===== config.mk =====
export PLATFORM = sky130hd
export DESIGN_NAME = i2c_bit_engine
export DESIGN_NICKNAME = d
export VERILOG_FILES = /design/src/rtl/i2c_bit_engine.sv
export SDC_FILE = /design/constraint.sdc
export NUM_CORES = 1
export LEC_CHECK = 0
export CAP_MARGIN = 40
export CORE_ASPECT_RATIO = 0.9
export CORE_MARGIN = 2
export CORE_UTILIZATION = 40
export CTS_CLUSTER_DIAMETER = 150
export DETAILED_ROUTE_END_ITERATION = 6
export PLACE_DENSITY = 0.58
export SETUP_SLACK_MARGIN = 0.05
export SLEW_MARGIN = 20
export SYNTH_ARGS = -nofsm -noshare
export SYNTH_HDL_FRONTEND = slang
export SYNTH_SLANG_ARGS = --single-unit

===== constraint.sdc =====
create_clock -name clk -period 2.5 [get_ports clk]
set_input_delay 0.25 -clock clk [delete_from_list [all_inputs] [get_ports clk]]
set_output_delay 0.25 -clock clk [all_outputs]
set_load 0.02 [all_outputs]

===== src/rtl/i2c_bit_engine.sv =====
// Bit/byte-level I2C master engine: turns START/STOP/WRITE/READ commands into
// open-drain SCL/SDA waveforms, one quarter-SCL phase per DIV clocks.
module i2c_bit_engine #(
    parameter int DIV = 125
) (
    input  logic       clk,
    input  logic       rst_n,
    input  logic       cmd_valid,
    output logic       cmd_ready,
    input  logic [1:0] cmd,
    input  logic [7:0] wr_data,
    input  logic       rd_nack,
    output logic       done,
    output logic [7:0] rd_data,
    output logic       ack_rcvd,
    output logic       busy,
    output logic       scl_oe,
    output logic       sda_oe,
    input  logic       sda_in
);

    localparam int QW = $clog2(DIV);
    localparam logic [QW-1:0] QLAST = QW'(DIV - 1);

    typedef enum logic [1:0] {IDLE, START, STOP, DATA} state_t;

    state_t        state, state_n;
    logic [QW-1:0] qcnt, qcnt_n;
    logic [1:0]    ph, ph_n;
    logic [3:0]    bcnt, bcnt_n;
    logic          scl_n, sda_n, done_n;
    logic          accept;
    logic          rd_q, nack_q;
    logic [7:0]    wr_q, shreg;
    logic          src_rd, src_nack;
    logic [7:0]    src_wd;

    // Line drive {scl_oe, sda_oe} for a given phase of a given bit.
    function automatic logic [1:0] drive(state_t st, logic [1:0] p, logic [3:0] b,
                                         logic rd, logic [7:0] wd, logic nk);
        logic [1:0] r;
        logic [2:0] idx;
        r   = 2'b00;
        idx = 3'(4'd7 - b);
        case (st)
            START:   r = {p == 2'd3, p[1]};
            STOP:    r = {p == 2'd0, p != 2'd3};
            DATA:    r = {(p == 2'd0) || (p == 2'd3),
                          (b == 4'd8) ? (rd & ~nk) : (~rd & ~wd[idx])};
            default: r = 2'b00;
        endcase
        return r;
    endfunction

    assign accept    = (state == IDLE) && cmd_valid;
    assign cmd_ready = (state == IDLE);
    assign busy      = ~cmd_ready;
    // The first phase is driven from the incoming command, later ones from the latched copy.
    assign src_rd    = accept ? cmd[0]  : rd_q;
    assign src_wd    = accept ? wr_data : wr_q;
    assign src_nack  = accept ? rd_nack : nack_q;

    always_comb begin
        state_n = state;
        qcnt_n  = qcnt;
        ph_n    = ph;
        bcnt_n  = bcnt;
        done_n  = 1'b0;
        scl_n   = scl_oe;
        sda_n   = sda_oe;
        if (state == IDLE) begin
            if (cmd_valid) begin
                case (cmd)
                    2'b00:   state_n = START;
                    2'b01:   state_n = STOP;
                    default: state_n = DATA;
                endcase
                qcnt_n = '0;
                ph_n   = 2'd0;
                bcnt_n = 4'd0;
                {scl_n, sda_n} = drive(state_n, 2'd0, 4'd0, src_rd, src_wd, src_nack);
            end
        end else if (qcnt == QLAST) begin
            qcnt_n = '0;
            ph_n   = ph + 2'd1;
            if (ph == 2'd3 && (state != DATA || bcnt == 4'd8)) begin
                state_n = IDLE;
                done_n  = 1'b1;
                bcnt_n  = 4'd0;
            end else begin
                if (ph == 2'd3) begin
                    bcnt_n = bcnt + 4'd1;
                end
                {scl_n, sda_n} = drive(state, ph_n, bcnt_n, src_rd, src_wd, src_nack);
            end
        end else begin
            qcnt_n = qcnt + QW'(1);
        end
    end

    always_ff @(posedge clk or negedge rst_n) begin
        if (!rst_n) begin
            state  <= IDLE;
            qcnt   <= '0;
            ph     <= 2'd0;
            bcnt   <= 4'd0;
            scl_oe <= 1'b0;
            sda_oe <= 1'b0;
            done   <= 1'b0;
        end else begin
            state  <= state_n;
            qcnt   <= qcnt_n;
            ph     <= ph_n;
            bcnt   <= bcnt_n;
            scl_oe <= scl_n;
            sda_oe <= sda_n;
            done   <= done_n;
        end
    end

    // SDA is sampled on the last clock of the SCL-high first half (phase 1).
    always_ff @(posedge clk or negedge rst_n) begin
        if (!rst_n) begin
            rd_q     <= 1'b0;
            wr_q     <= 8'h00;
            nack_q   <= 1'b0;
            shreg    <= 8'h00;
            rd_data  <= 8'h00;
            ack_rcvd <= 1'b0;
        end else begin
            if (accept) begin
                rd_q   <= cmd[0];
                wr_q   <= wr_data;
                nack_q <= rd_nack;
            end
            if (state == DATA && ph == 2'd1 && qcnt == QLAST) begin
                if (bcnt == 4'd8) begin
                    if (!rd_q) begin
                        ack_rcvd <= sda_in;
                    end
                end else if (rd_q) begin
                    shreg <= {shreg[6:0], sda_in};
                end
            end
            if (done_n && state == DATA && rd_q) begin
                rd_data  <= shreg;
                ack_rcvd <= nack_q;
            end
        end
    end

endmodule


==> results of run 1 <==
==> state kept, by name (all words and copies together), names as in the netlist, 2 cells and up <==
register	count
rd_data	8
ph	2
state	2
wr_q	8
shreg	8
bcnt	4
qcnt	7
==> critical path, stage by stage, from the launching register on <==
cell and delay, ns:
sky130_fd_sc_hd__dfrtp_1 0.43, sky130_fd_sc_hd__inv_1 0.07, sky130_fd_sc_hd__ha_1 0.16, sky130_fd_sc_hd__nand4_1 0.14, sky130_fd_sc_hd__nor3_1 0.25, sky130_fd_sc_hd__o211ai_1 0.28, sky130_fd_sc_hd__nor2_4 0.37, sky130_fd_sc_hd__mux2_2 0.38
==> synthesized netlist by cell type, types with 4 or more instances <==
library cell,count
sky130_fd_sc_hd__dfrtp_1,45
sky130_fd_sc_hd__nand2_1,28
sky130_fd_sc_hd__mux2_2,21
sky130_fd_sc_hd__inv_1,13
sky130_fd_sc_hd__nor2_1,12
sky130_fd_sc_hd__o21ai_0,11
sky130_fd_sc_hd__ha_1,7
sky130_fd_sc_hd__a21oi_1,5
sky130_fd_sc_hd__nand3_1,5
sky130_fd_sc_hd__o22ai_1,5
sky130_fd_sc_hd__buf_2,4
sky130_fd_sc_hd__clkbuf_1,4
sky130_fd_sc_hd__mux2i_1,4
sky130_fd_sc_hd__nor3_1,4
==> power by group through the flow <==
stage	Sequential [mW]	Clock, mW	Combinational, mW
after floorplan	0.760	0	0.0279
after global placement	0.758	0	0.0815
after detailed placement	0.758	0	0.0814
after CTS	0.744	0.660	0.0831
after global routing	0.745	0.692	0.0911
final	0.744	0.647	0.0817
==> final cells by class <==
| cell class | count | area (sq um) |
|---|---|---|
| clock buffers | 5 | 68.8 |
| clock inverters | 3 | 65.1 |
| fillers | 496 | 2780 |
| inverters | 14 | 52.6 |
| multi-input cells | 158 | 1150 |
| flip-flops and latches | 45 | 1130 |
| well taps | 70 | 87.6 |
| repair buffers | 38 | 365 |
==> stage by stage <==
step / utilization, % / area, sq um / power (mW) / hold slack (ns) / instances
floorplan: - / 2370 / 0.787 / -0.0456 / 226
global placement: 48.7 / 2770 / 0.840 / 0.226 / 324
detailed placement: 48.7 / 2770 / 0.840 / 0.225 / 324
CTS: 51.2 / 2920 / 1.49 / 0.427 / 333
global route: 51.2 / 2920 / 1.53 / 0.465 / 333
finish: 51.2 / 2920 / 1.47 / 0.417 / 333
==> cell families after synthesis <==
kind of cell    count (synthesis)
fa+ha+maj                       7
simple gates                   75
xor+xnor                        3
buf+inv                        23
mux                            25
compound gates                 48
flops                          45
==> what timing repair did <==
| action | CTS | global route |
|---|---|---|
| buffers inserted | 0 | 0 |
| endpoints found under the hold margin | 19 | 0 |
| setup endpoints to repair | 0 | 0 |
| hold buffers | 1 | 0 |
==> layer usage <==
metal	up-vias	GRT usage [%]	part of all wire, %
met2	42	23.1	42
met4	0	4.29	0.87
met5	-	0	0
met1	866	24.5	53
met3	4	3.98	4.6
li1	886	-	-
==> how the worst max path moves through the flow <==
stage | startpoint | endpoint | slack, ns | depth (start not counted)
after floorplan | state[0] | bcnt[1] | 0.53 | 7
after global placement | cmd_valid | sda_oe | 0.28 | 6
after detailed placement | cmd_valid | sda_oe | 0.22 | 6
after CTS | qcnt[1] | rd_data[6] | 0.29 | 7
after global routing | ph[0] | sda_oe | 0.14 | 6
final | qcnt[0] | rd_data[6] | 0.30 | 7
==> impl_summary.log, run 1 <==
INFO  metric outcome = completed
INFO  metric net-switching-power = 0.298 mW
INFO  metric static-leakage-power = 1.35 nW
INFO  metric grt_antenna_before_repair = 0
INFO  metric combinational_family_with_the_most_area_after_synthesis = simple AND/OR/NAND/NOR gates
INFO  metric detailedRoute.firstPassIterationCount = 6
INFO  metric gr-total-overflow = 0
INFO  metric grt_max_degree = 27
INFO  metric synth.top_cells.by_area = sky130_fd_sc_hd__dfrtp_1, sky130_fd_sc_hd__mux2_2, sky130_fd_sc_hd__nand2_1, sky130_fd_sc_hd__ha_1, sky130_fd_sc_hd__o21ai_0
INFO  metric share_comb_of_total_power = 5.5%
INFO  metric avgRoutedWirePerCell = 15.2 um
INFO  metric die_area = 6570 sq um
INFO  metric synth-simple-area-share = 17.3%
INFO  metric async_flop_share = 100%
INFO  metric ctsHtreeMaxLevel = 2
INFO  metric critical_path_arrival = 2.38 ns
INFO  metric final_hold_violation_count = 0
INFO  metric synthesis.nets = 248
INFO  metric via_per_inst = 5.40
INFO  metric final_common_cell = sky130_fd_sc_hd__dfrtp_1
INFO  metric cp-end-kind = flop
INFO  metric syn2layout_area_growth = 22.8%
INFO  metric cts.repair.resized = 0
INFO  metric postRouteAntennaNets = 0
INFO  metric dominantRegCellSynth = sky130_fd_sc_hd__dfrtp_1
INFO  metric synth_area_leader_cell = sky130_fd_sc_hd__dfrtp_1
INFO  metric num_vias = 1,798
INFO  metric final_stage_net_count = 284
INFO  metric drv.max_cap_violation_count = 0
INFO  metric seq_cells_post_synth = 45
INFO  metric critical_path.reg2reg.endpoint = rd_data[6]
INFO  metric irDropWorstVdd = 385 uV
INFO  metric clock_period_minus_final_worst_setup_slack = 2.20 ns
INFO  metric cts_made_buffers = 5
INFO  metric synth-xor-area-share = 1.11%
INFO  metric route.detailed.drc = 0
INFO  metric route.final.wire_length = 5050 um
INFO  metric final.setup.tns = 0 ns
INFO  metric cts.path.max_buffers = 2
INFO  metric crit_path_max_fanout = 9
INFO  metric gp_congestion = 0.770
INFO  metric core_area = 5690 sq um
INFO  metric max-slew-margin-rel = 65.3%
INFO  metric grt_pass1_vias = 1,724
INFO  metric clk_pin_slew_worst_paths = 0.09 ns
INFO  metric initial_utilization = 41.7%
INFO  metric post_synth_inst_count = 226
INFO  metric clock_tree.root_cell = sky130_fd_sc_hd__clkbuf_8
INFO  metric floorplan.die.width = 85.2 um
INFO  metric antenna_diode_count = 0
INFO  metric worst_slew_pin_slew = 0.521 ns
INFO  metric synth_cell_types = 58
INFO  metric tightest_hold_check_type = input pin to asynchronous set/reset pin
INFO  metric clock_latency_late_sink = 0.30 ns
INFO  metric final_cell_mix = sky130_fd_sc_hd__dfrtp_1, sky130_fd_sc_hd__nand2_1, sky130_fd_sc_hd__clkdlybuf4s50_1
INFO  metric clock_power_share = 43.9%
INFO  metric finalMaxSlewViolations = 0
INFO  metric yosysTopAreaCellShare = 47.4%
INFO  metric grt_pass1_wl = 8600 um
INFO  metric hpwlAfterDp = 3680 um
INFO  metric drtIter0Drc = 148
INFO  metric placement.io_buffers = 28
INFO  metric share_seq_of_total_power = 50.5%
INFO  metric globalRouteTotalUtil = 16.2%
INFO  metric yosys_synthesis_warning_count = 0
INFO  metric fmaxAchievable = 0.455 GHz
INFO  metric reg2reg_setup_slack = 0.30 ns
INFO  metric post_synth_instance_area = 2370 sq um
INFO  metric final_min_period_over_clock_period = 87.9%
INFO  metric clock-sinks = 45
INFO  metric switching_share = 20.2%
INFO  metric ys_seq_area_share = 47.4%
INFO  metric die_y = 77.1 um
INFO  metric synth_compound_area_share = 14.7%
INFO  metric synth_enable_flop_cells = 0
INFO  metric p_int = 1.17 mW
INFO  metric ff2ff_path_depth = 7
INFO  metric worst_setup_start_kind = flop
INFO  metric setup_viol_count_final = 0
INFO  metric skew = 0.0144 ns
INFO  metric boundaryPins = 29
INFO  metric place_worst_setup_slack = 0.215 ns
INFO  metric worstSetupPathType = flop to flop
INFO  metric worst_ep_required_time = 2.69 ns
INFO  metric drive_above_1_share = 19.8%
INFO  metric synthMuxAreaShare = 11.6%
INFO  metric syn-mean-instance-area = 10.5 sq um
INFO  metric layout_setup_ws = 0.303 ns
INFO  metric tritoncts = yes
INFO  metric pwr_density_cell = 505 nW/um^2
INFO  metric synth_fa_ha_area_share = 3.69%
INFO  metric crit-reg2reg-launch = qcnt[0]
INFO  metric unrepaired_setup_endpoints_after_global_routing = false
INFO  metric site_rows = 26
No activity file was read; power rests on OpenSTA's default activity.
==> run 2, diff against run 1 <==
--- a/config.mk
+++ b/config.mk
@@ -12,6 +12,7 @@
 export CTS_CLUSTER_DIAMETER = 150
 export DETAILED_ROUTE_END_ITERATION = 6
 export PLACE_DENSITY = 0.58
+export REMOVE_ABC_BUFFERS = 1
 export SETUP_SLACK_MARGIN = 0.05
 export SLEW_MARGIN = 20
 export SYNTH_ARGS = -nofsm -noshare
==> run 2 against run 1 <==
- die area unchanged
- largest cell class unchanged
- sequential cell count unchanged
- routed wire length up 2.7%
- highest routed layer unchanged
- design area down 1.0%
- sequential share of layout area up 0.40 points
- utilization down 0.53 points
- register-to-register slack worse by 0.02 ns
- via count up 3.6%
- global-route usage up 0.51 points
- critical path type unchanged
==> impl_summary.log, run 2 (synthesis results as in run 1) <==
INFO  metric dpl-instance-area = 2780 sq um
INFO  metric cts_made_buffers = 5
INFO  metric grt_pass1_wl = 8670 um
INFO  metric outcome = completed
INFO  metric final.setup.tns = 0 ns
INFO  metric clock_latency_late_sink = 0.31 ns
INFO  metric site_rows = 26
INFO  metric hpwlAfterDp = 3870 um
INFO  metric boundaryPins = 29
INFO  metric worst_setup_start_kind = flop
INFO  metric gp_congestion = 0.836
INFO  metric num_vias = 1,862
INFO  metric drv.max_cap_violation_count = 0
INFO  metric clk_pin_slew_worst_paths = 0.10 ns
INFO  metric routedLengthMet1 = 2570 um
INFO  metric die_y = 77.1 um
INFO  metric tritoncts = yes
INFO  metric final_stage_net_count = 287
INFO  metric core_area = 5690 sq um
INFO  metric final_min_period_over_clock_period = 88.8%
INFO  metric route.final.wire_length = 5180 um
INFO  metric switching_share = 24.7%
INFO  metric number_of_buffers_inserted_by_hold_repair_at_cts = 1
INFO  metric max-slew-margin-rel = 63.0%
INFO  metric ctsHtreeMaxLevel = 2
INFO  metric fmaxAchievable = 0.450 GHz
INFO  metric die_area = 6570 sq um
INFO  metric static-leakage-power = 1.34 nW
INFO  metric pwr_density_cell = 451 nW/um^2
INFO  metric skew = 0.0101 ns
INFO  metric route.top_layer_used = met4
INFO  metric design_area = 2890 sq um
INFO  metric drtIter0Drc = 51
INFO  metric placement.io_buffers = 28
INFO  metric biggestRegsByFlops = rd_data: 8 flops, shreg: 8 flops, wr_q: 8 flops
INFO  metric place_worst_setup_slack = 0.191 ns
INFO  metric cp-end-kind = flop
INFO  metric final_cell_mix = sky130_fd_sc_hd__dfrtp_1, sky130_fd_sc_hd__nand2_1, sky130_fd_sc_hd__clkdlybuf4s50_1
INFO  metric share_seq_of_total_power = 57.1%
INFO  metric irDropWorstVdd = 219 uV
INFO  metric post-route-util = 50.7%
INFO  metric floorplan.die.width = 85.2 um
INFO  metric globalRouteTotalUtil = 16.7%
INFO  metric power.total = 1.30 mW
INFO  metric antenna_diode_count = 0
INFO  metric cts_setup_buffers = 0
INFO  metric cts.path.max_buffers = 2
INFO  metric cts.repair.resized = 0
INFO  metric met3_routed_length = 179 um
INFO  metric number_of_filler_cells_placed_in_the_layout = 543
INFO  metric avgRoutedWirePerCell = 15.4 um
INFO  metric tightest_hold_check_type = input pin to asynchronous set/reset pin
INFO  metric syn2layout_area_growth = 21.5%
INFO  metric clock_tree.root_cell = sky130_fd_sc_hd__clkbuf_8
INFO  metric dp.cells = 327
INFO  metric worstSetupPathType = flop to flop
INFO  metric share_comb_of_total_power = 6.3%
INFO  metric initial_utilization = 41.7%
INFO  metric detailedRoute.firstPassIterationCount = 4
INFO  metric layout_setup_ws = 0.279 ns
INFO  metric gr-total-overflow = 0
INFO  metric route.detailed.drc = 0
INFO  metric grt_pass1_vias = 1,797
INFO  metric crit_path_max_fanout = 13
INFO  metric net-switching-power = 0.322 mW
INFO  metric setup_viol_count_final = 0
INFO  metric whs = 0.365 ns
INFO  metric final_common_cell = sky130_fd_sc_hd__dfrtp_1
INFO  metric worst_ep_required_time = 2.73 ns
INFO  metric grt_max_degree = 34
INFO  metric clock_period_minus_final_worst_setup_slack = 2.22 ns
INFO  metric postRouteAntennaNets = 0
INFO  metric grt_antenna_before_repair = 0
INFO  metric unrepaired_setup_endpoints_after_global_routing = false
INFO  metric clock-sinks = 45
INFO  metric drive_above_1_share = 20.7%
INFO  metric critical_path_arrival = 2.45 ns
INFO  metric finalMaxSlewViolations = 0
INFO  metric p_int = 0.980 mW
INFO  metric post_layout_nonfiller_instances = 336
INFO  metric wl_met2 = 2350 um
INFO  metric final_hold_violation_count = 0
INFO  metric clock_power_share = 36.5%
INFO  metric via_per_inst = 5.54
INFO  metric worst_slew_pin_slew = 0.554 ns
==> run 2: worst max-delay path, stage by stage (launching register included) <==
cell,delay (ns)
sky130_fd_sc_hd__dfrtp_1,0.44
sky130_fd_sc_hd__ha_1,0.37
sky130_fd_sc_hd__or4b_1,0.55
sky130_fd_sc_hd__a2bb2oi_1,0.15
sky130_fd_sc_hd__a211oi_1,0.32
sky130_fd_sc_hd__nor4_2,0.10
sky130_fd_sc_hd__a211oi_2,0.19
==> run 2: worst paths after layout <==
check	from	cells past startpoint	slack, ns	to
max	ph[0]	6	0.28	sda_oe
min	rst_n	2	0.37	qcnt[2]
max reg2reg	ph[0]	6	0.28	sda_oe
min reg2reg	wr_q[1]	2	0.48	wr_q[1]
max in group asynchronous	rst_n	3	1.40	shreg[0]
min in group clk	wr_data[1]	3	0.47	wr_q[1]
==> run 2: routing by layer <==
layer	GRT usage, %	vias up
met2	24.9	34
met5	0	-
met4	6.83	0
met1	23.8	921
met3	3.34	7
li1	-	900
==> run 2: final cells by class <==
| type | count | area (sq um) | share of cell area (%) |
|---|---|---|---|
| inverters | 14 | 52.6 | 1.82 |
| multi-input cells | 158 | 1150 | 39.9 |
| flip-flops and latches | 45 | 1130 | 39.0 |
| repair buffers | 41 | 375 | 13.0 |
| well taps | 70 | 87.6 | 3.04 |
| clock buffers | 5 | 68.8 | 2.39 |
| clock inverters | 3 | 25.0 | 0.867 |
==> run 2: power by group through the flow <==
stage	Clock, mW	Combinational (mW)	Sequential (mW)
after global routing	0.523	0.0914	0.745
after detailed placement	0	0.0828	0.758
after CTS	0.492	0.0844	0.743
after global placement	0	0.0828	0.758
after floorplan	0	0.0258	0.761
final	0.475	0.0826	0.744
==> run 3, diff against run 2 <==
--- a/config.mk
+++ b/config.mk
@@ -5,6 +5,7 @@
 export SDC_FILE = /design/constraint.sdc
 export NUM_CORES = 1
 export LEC_CHECK = 0
+export ABC_AREA = 1
 export CAP_MARGIN = 40
 export CORE_ASPECT_RATIO = 0.9
 export CORE_MARGIN = 2
==> run 3 against run 2 <==
- die area fell by 2.7%
- sequential cell count did not move
- sequential power shrank 2%
- synthesized cell count grew 17%
- critical path depth down 3
- register-to-register slack better by 0.24 ns
- cell count rose by 8.6%
- clock power is 4% lower
- setup slack improved by 0.12 ns
- non-clock buffer count decreased by 12
- count of clock-buffer cells in the layout unchanged
- design area fell by 5.7%
- critical path type is now flop to output port
- critical endpoint is now busy
==> impl_summary.log, run 3 <==
INFO  metric outcome = completed
INFO  metric unrepaired_setup_endpoints_after_global_routing = false
INFO  metric final_hold_violation_count = 0
INFO  metric post_synth_inst_count = 264
INFO  metric site_rows = 26
INFO  metric clock_tree.root_cell = sky130_fd_sc_hd__clkbuf_8
INFO  metric cts_setup_buffers = 0
INFO  metric synth_area_leader_cell = sky130_fd_sc_hd__dfrtp_1
INFO  metric gr-total-overflow = 0
INFO  metric dp.cells = 357
INFO  metric num_vias = 1,718
INFO  metric synth.most_common_cell = sky130_fd_sc_hd__nand2_1
INFO  metric boundaryPins = 29
INFO  metric core_area = 5630 sq um
INFO  metric critical_path_arrival = 1.85 ns
INFO  metric tritoncts = yes
INFO  metric cp-end-kind = output port
INFO  metric final.setup.tns = 0 ns
INFO  metric finalMaxSlewViolations = 0
INFO  metric number_of_buffers_inserted_by_hold_repair_at_cts = 0
INFO  metric drtIter0Drc = 106
INFO  metric cts_made_buffers = 5
INFO  metric drv.max_cap_violation_count = 0
INFO  metric grt_max_degree = 46
INFO  metric die_y = 76.1 um
INFO  metric power.total = 1.23 mW
INFO  metric slowest_stage = sky130_fd_sc_hd__clkdlybuf4s50_1
INFO  metric ctsHtreeMaxLevel = 2
INFO  metric final_stage_net_count = 316
INFO  metric dominantRegCellSynth = sky130_fd_sc_hd__dfrtp_1
INFO  metric crit-reg2reg-launch = bcnt[0]
INFO  metric initial_utilization = 41.0%
INFO  metric worst_ep_required_time = 2.25 ns
INFO  metric hpwlAfterDp = 3150 um
INFO  metric clock_period_minus_final_worst_setup_slack = 2.10 ns
INFO  metric ys_seq_area_share = 48.8%
INFO  metric globalRouteTotalUtil = 15.0%
INFO  metric route.final.wire_length = 4330 um
INFO  metric biggestRegsByFlops = rd_data: 8 flops, shreg: 8 flops, wr_q: 8 flops
INFO  metric fmaxAchievable = 0.476 GHz
INFO  metric crit_chain = nor2_4 > inv_1 > clkdlybuf4s50_1
INFO  metric synth_cell_types = 35
INFO  metric seq_cells_post_synth = 45
INFO  metric final_common_cell = sky130_fd_sc_hd__nand2_1
INFO  metric ff2ff_path_depth = 8
INFO  metric grt_pass1_wl = 7860 um
INFO  metric final_cell_mix = sky130_fd_sc_hd__nand2_1, sky130_fd_sc_hd__dfrtp_1, sky130_fd_sc_hd__inv_1
INFO  metric avgRoutedWirePerCell = 11.9 um
INFO  metric async_flop_share = 100%
INFO  metric reg2reg_setup_slack = 0.52 ns
INFO  metric post_synth_instance_area = 2310 sq um
INFO  metric grt_pass1_vias = 1,750
INFO  metric setup_viol_count_final = 0
INFO  metric yosys_synthesis_warning_count = 0
INFO  metric final_min_period_over_clock_period = 84.0%
INFO  metric placement.io_buffers = 28
INFO  metric synth_enable_flop_cells = 0
INFO  metric floorplan.die.width = 84.1 um
INFO  metric yosysTopAreaCellShare = 48.8%
INFO  metric post_layout_nonfiller_instances = 365
INFO  metric worst_slew_pin_slew = 0.567 ns
INFO  metric layout_setup_ws = 0.400 ns
INFO  metric pwr_density_cell = 451 nW/um^2
INFO  metric worstSetupEndpoint = busy
INFO  metric cts.path.max_buffers = 2
INFO  metric worstSetupPathType = flop to output port
INFO  metric skew = 0.0121 ns
INFO  metric clk_pin_slew_worst_paths = 0.09 ns
INFO  metric static-leakage-power = 1.34 nW
INFO  metric drive_above_1_share = 12.2%
INFO  metric origin_of_the_worst_setup_path = state[0]
INFO  metric worst_setup_start_kind = flop
INFO  metric critical_path.max_stage_delay = 0.57 ns
INFO  metric gp_congestion = 0.852
INFO  metric antenna_diode_count = 0
INFO  metric clock-sinks = 45
INFO  metric postRouteAntennaNets = 0
INFO  metric syn-mean-instance-area = 8.74 sq um
INFO  metric clock_latency_late_sink = 0.30 ns
INFO  metric route.detailed.drc = 0
INFO  metric die_area = 6390 sq um
INFO  metric syn2layout_area_growth = 17.9%
INFO  metric via_per_inst = 4.71
INFO  metric grt_antenna_before_repair = 0
INFO  metric max-slew-margin-rel = 62.2%
INFO  metric irDropWorstVdd = 227 uV
INFO  metric synth.top_cells.by_area = sky130_fd_sc_hd__dfrtp_1, sky130_fd_sc_hd__nand2_1, sky130_fd_sc_hd__inv_1, sky130_fd_sc_hd__nand3_1, sky130_fd_sc_hd__ha_1
INFO  metric cts.repair.resized = 0
INFO  metric place_worst_setup_slack = 0.377 ns
INFO  metric detailedRoute.firstPassIterationCount = 4
INFO  metric tightest_hold_check_type = input pin to asynchronous set/reset pin
INFO  metric critical_path.reg2reg.endpoint = rd_data[7]
INFO  metric top_cells_by_instance_count_after_synthesis = sky130_fd_sc_hd__nand2_1, sky130_fd_sc_hd__dfrtp_1, sky130_fd_sc_hd__inv_1
INFO  metric crit_path_max_fanout = 14
[run 3: changes by cell type after synthesis, moves of 4 or more]
cell,delta
sky130_fd_sc_hd__a21oi_1,-4
sky130_fd_sc_hd__inv_1,+25
sky130_fd_sc_hd__mux2_2,-21
sky130_fd_sc_hd__mux2i_1,-4
sky130_fd_sc_hd__nand2_1,+40
sky130_fd_sc_hd__nand3_1,+15
sky130_fd_sc_hd__o21ai_1,+9
sky130_fd_sc_hd__o21ai_2,+8
[run 3: final cells by class]
type	instances	area, sq um
flip-flops and latches	45	1130
inverters	43	163
clock buffers	5	68.8
clock inverters	3	21.3
repair buffers	29	283
multi-input cells	170	971
well taps	70	87.6
fillers	556	2910
[run 3: cells by family after synthesis]
logic type | synth area share, %
adders and majority gates | 3.80
AOI/OAI and AO/OA | 11.3
xor gates and xnor gates | 2.66
DFF | 48.8
buffers and inverters | 9.11
muxes | 0.651
and+or+nand+nor | 23.6
[run 3: layer usage]
metal	track usage (%)	wire (um)
met3	2.93	125
met1	20.9	2130
met5	0	0
met2	23.6	2020
met4	5.00	59
[run 3: through the flow]
stage | hold slack (ns) | instance area, sq um | util (%)
after CTS | 0.0402 | 2720 | 48.3
after global routing | 0.0665 | 2720 | 48.3
after floorplan | -0.0456 | 2260 | -
after detailed placement | 0.372 | 2630 | 46.7
final | 0.0143 | 2720 | 48.3
after global placement | 0.375 | 2630 | 46.7
[run 3: how the worst min path moves through the flow]
stage | startpoint | slack [ns] | to
floorplan | rst_n | -0.05 | ack_rcvd
global placement | rst_n | 0.37 | qcnt[2]
detailed placement | rst_n | 0.37 | qcnt[3]
CTS | rst_n | 0.04 | qcnt[3]
global route | rst_n | 0.07 | shreg[3]
finish | rst_n | 0.01 | rd_data[7]
[run 3: power breakdown]
part | switching [mW] | internal, mW | leakage, nW
Sequential | 0 | 0.727 | 0.572
Combinational | 0.0209 | 0.0197 | 0.724
Clock | 0.260 | 0.198 | 0.0445
[run 3: critical path, delay by kind of cell, from the launching register on]
| family | cells | cell delay [ns] |
|---|---|---|
| buf+inv | 2 | 0.74 |
| flops | 1 | 0.47 |
| simple gates | 1 | 0.33 |
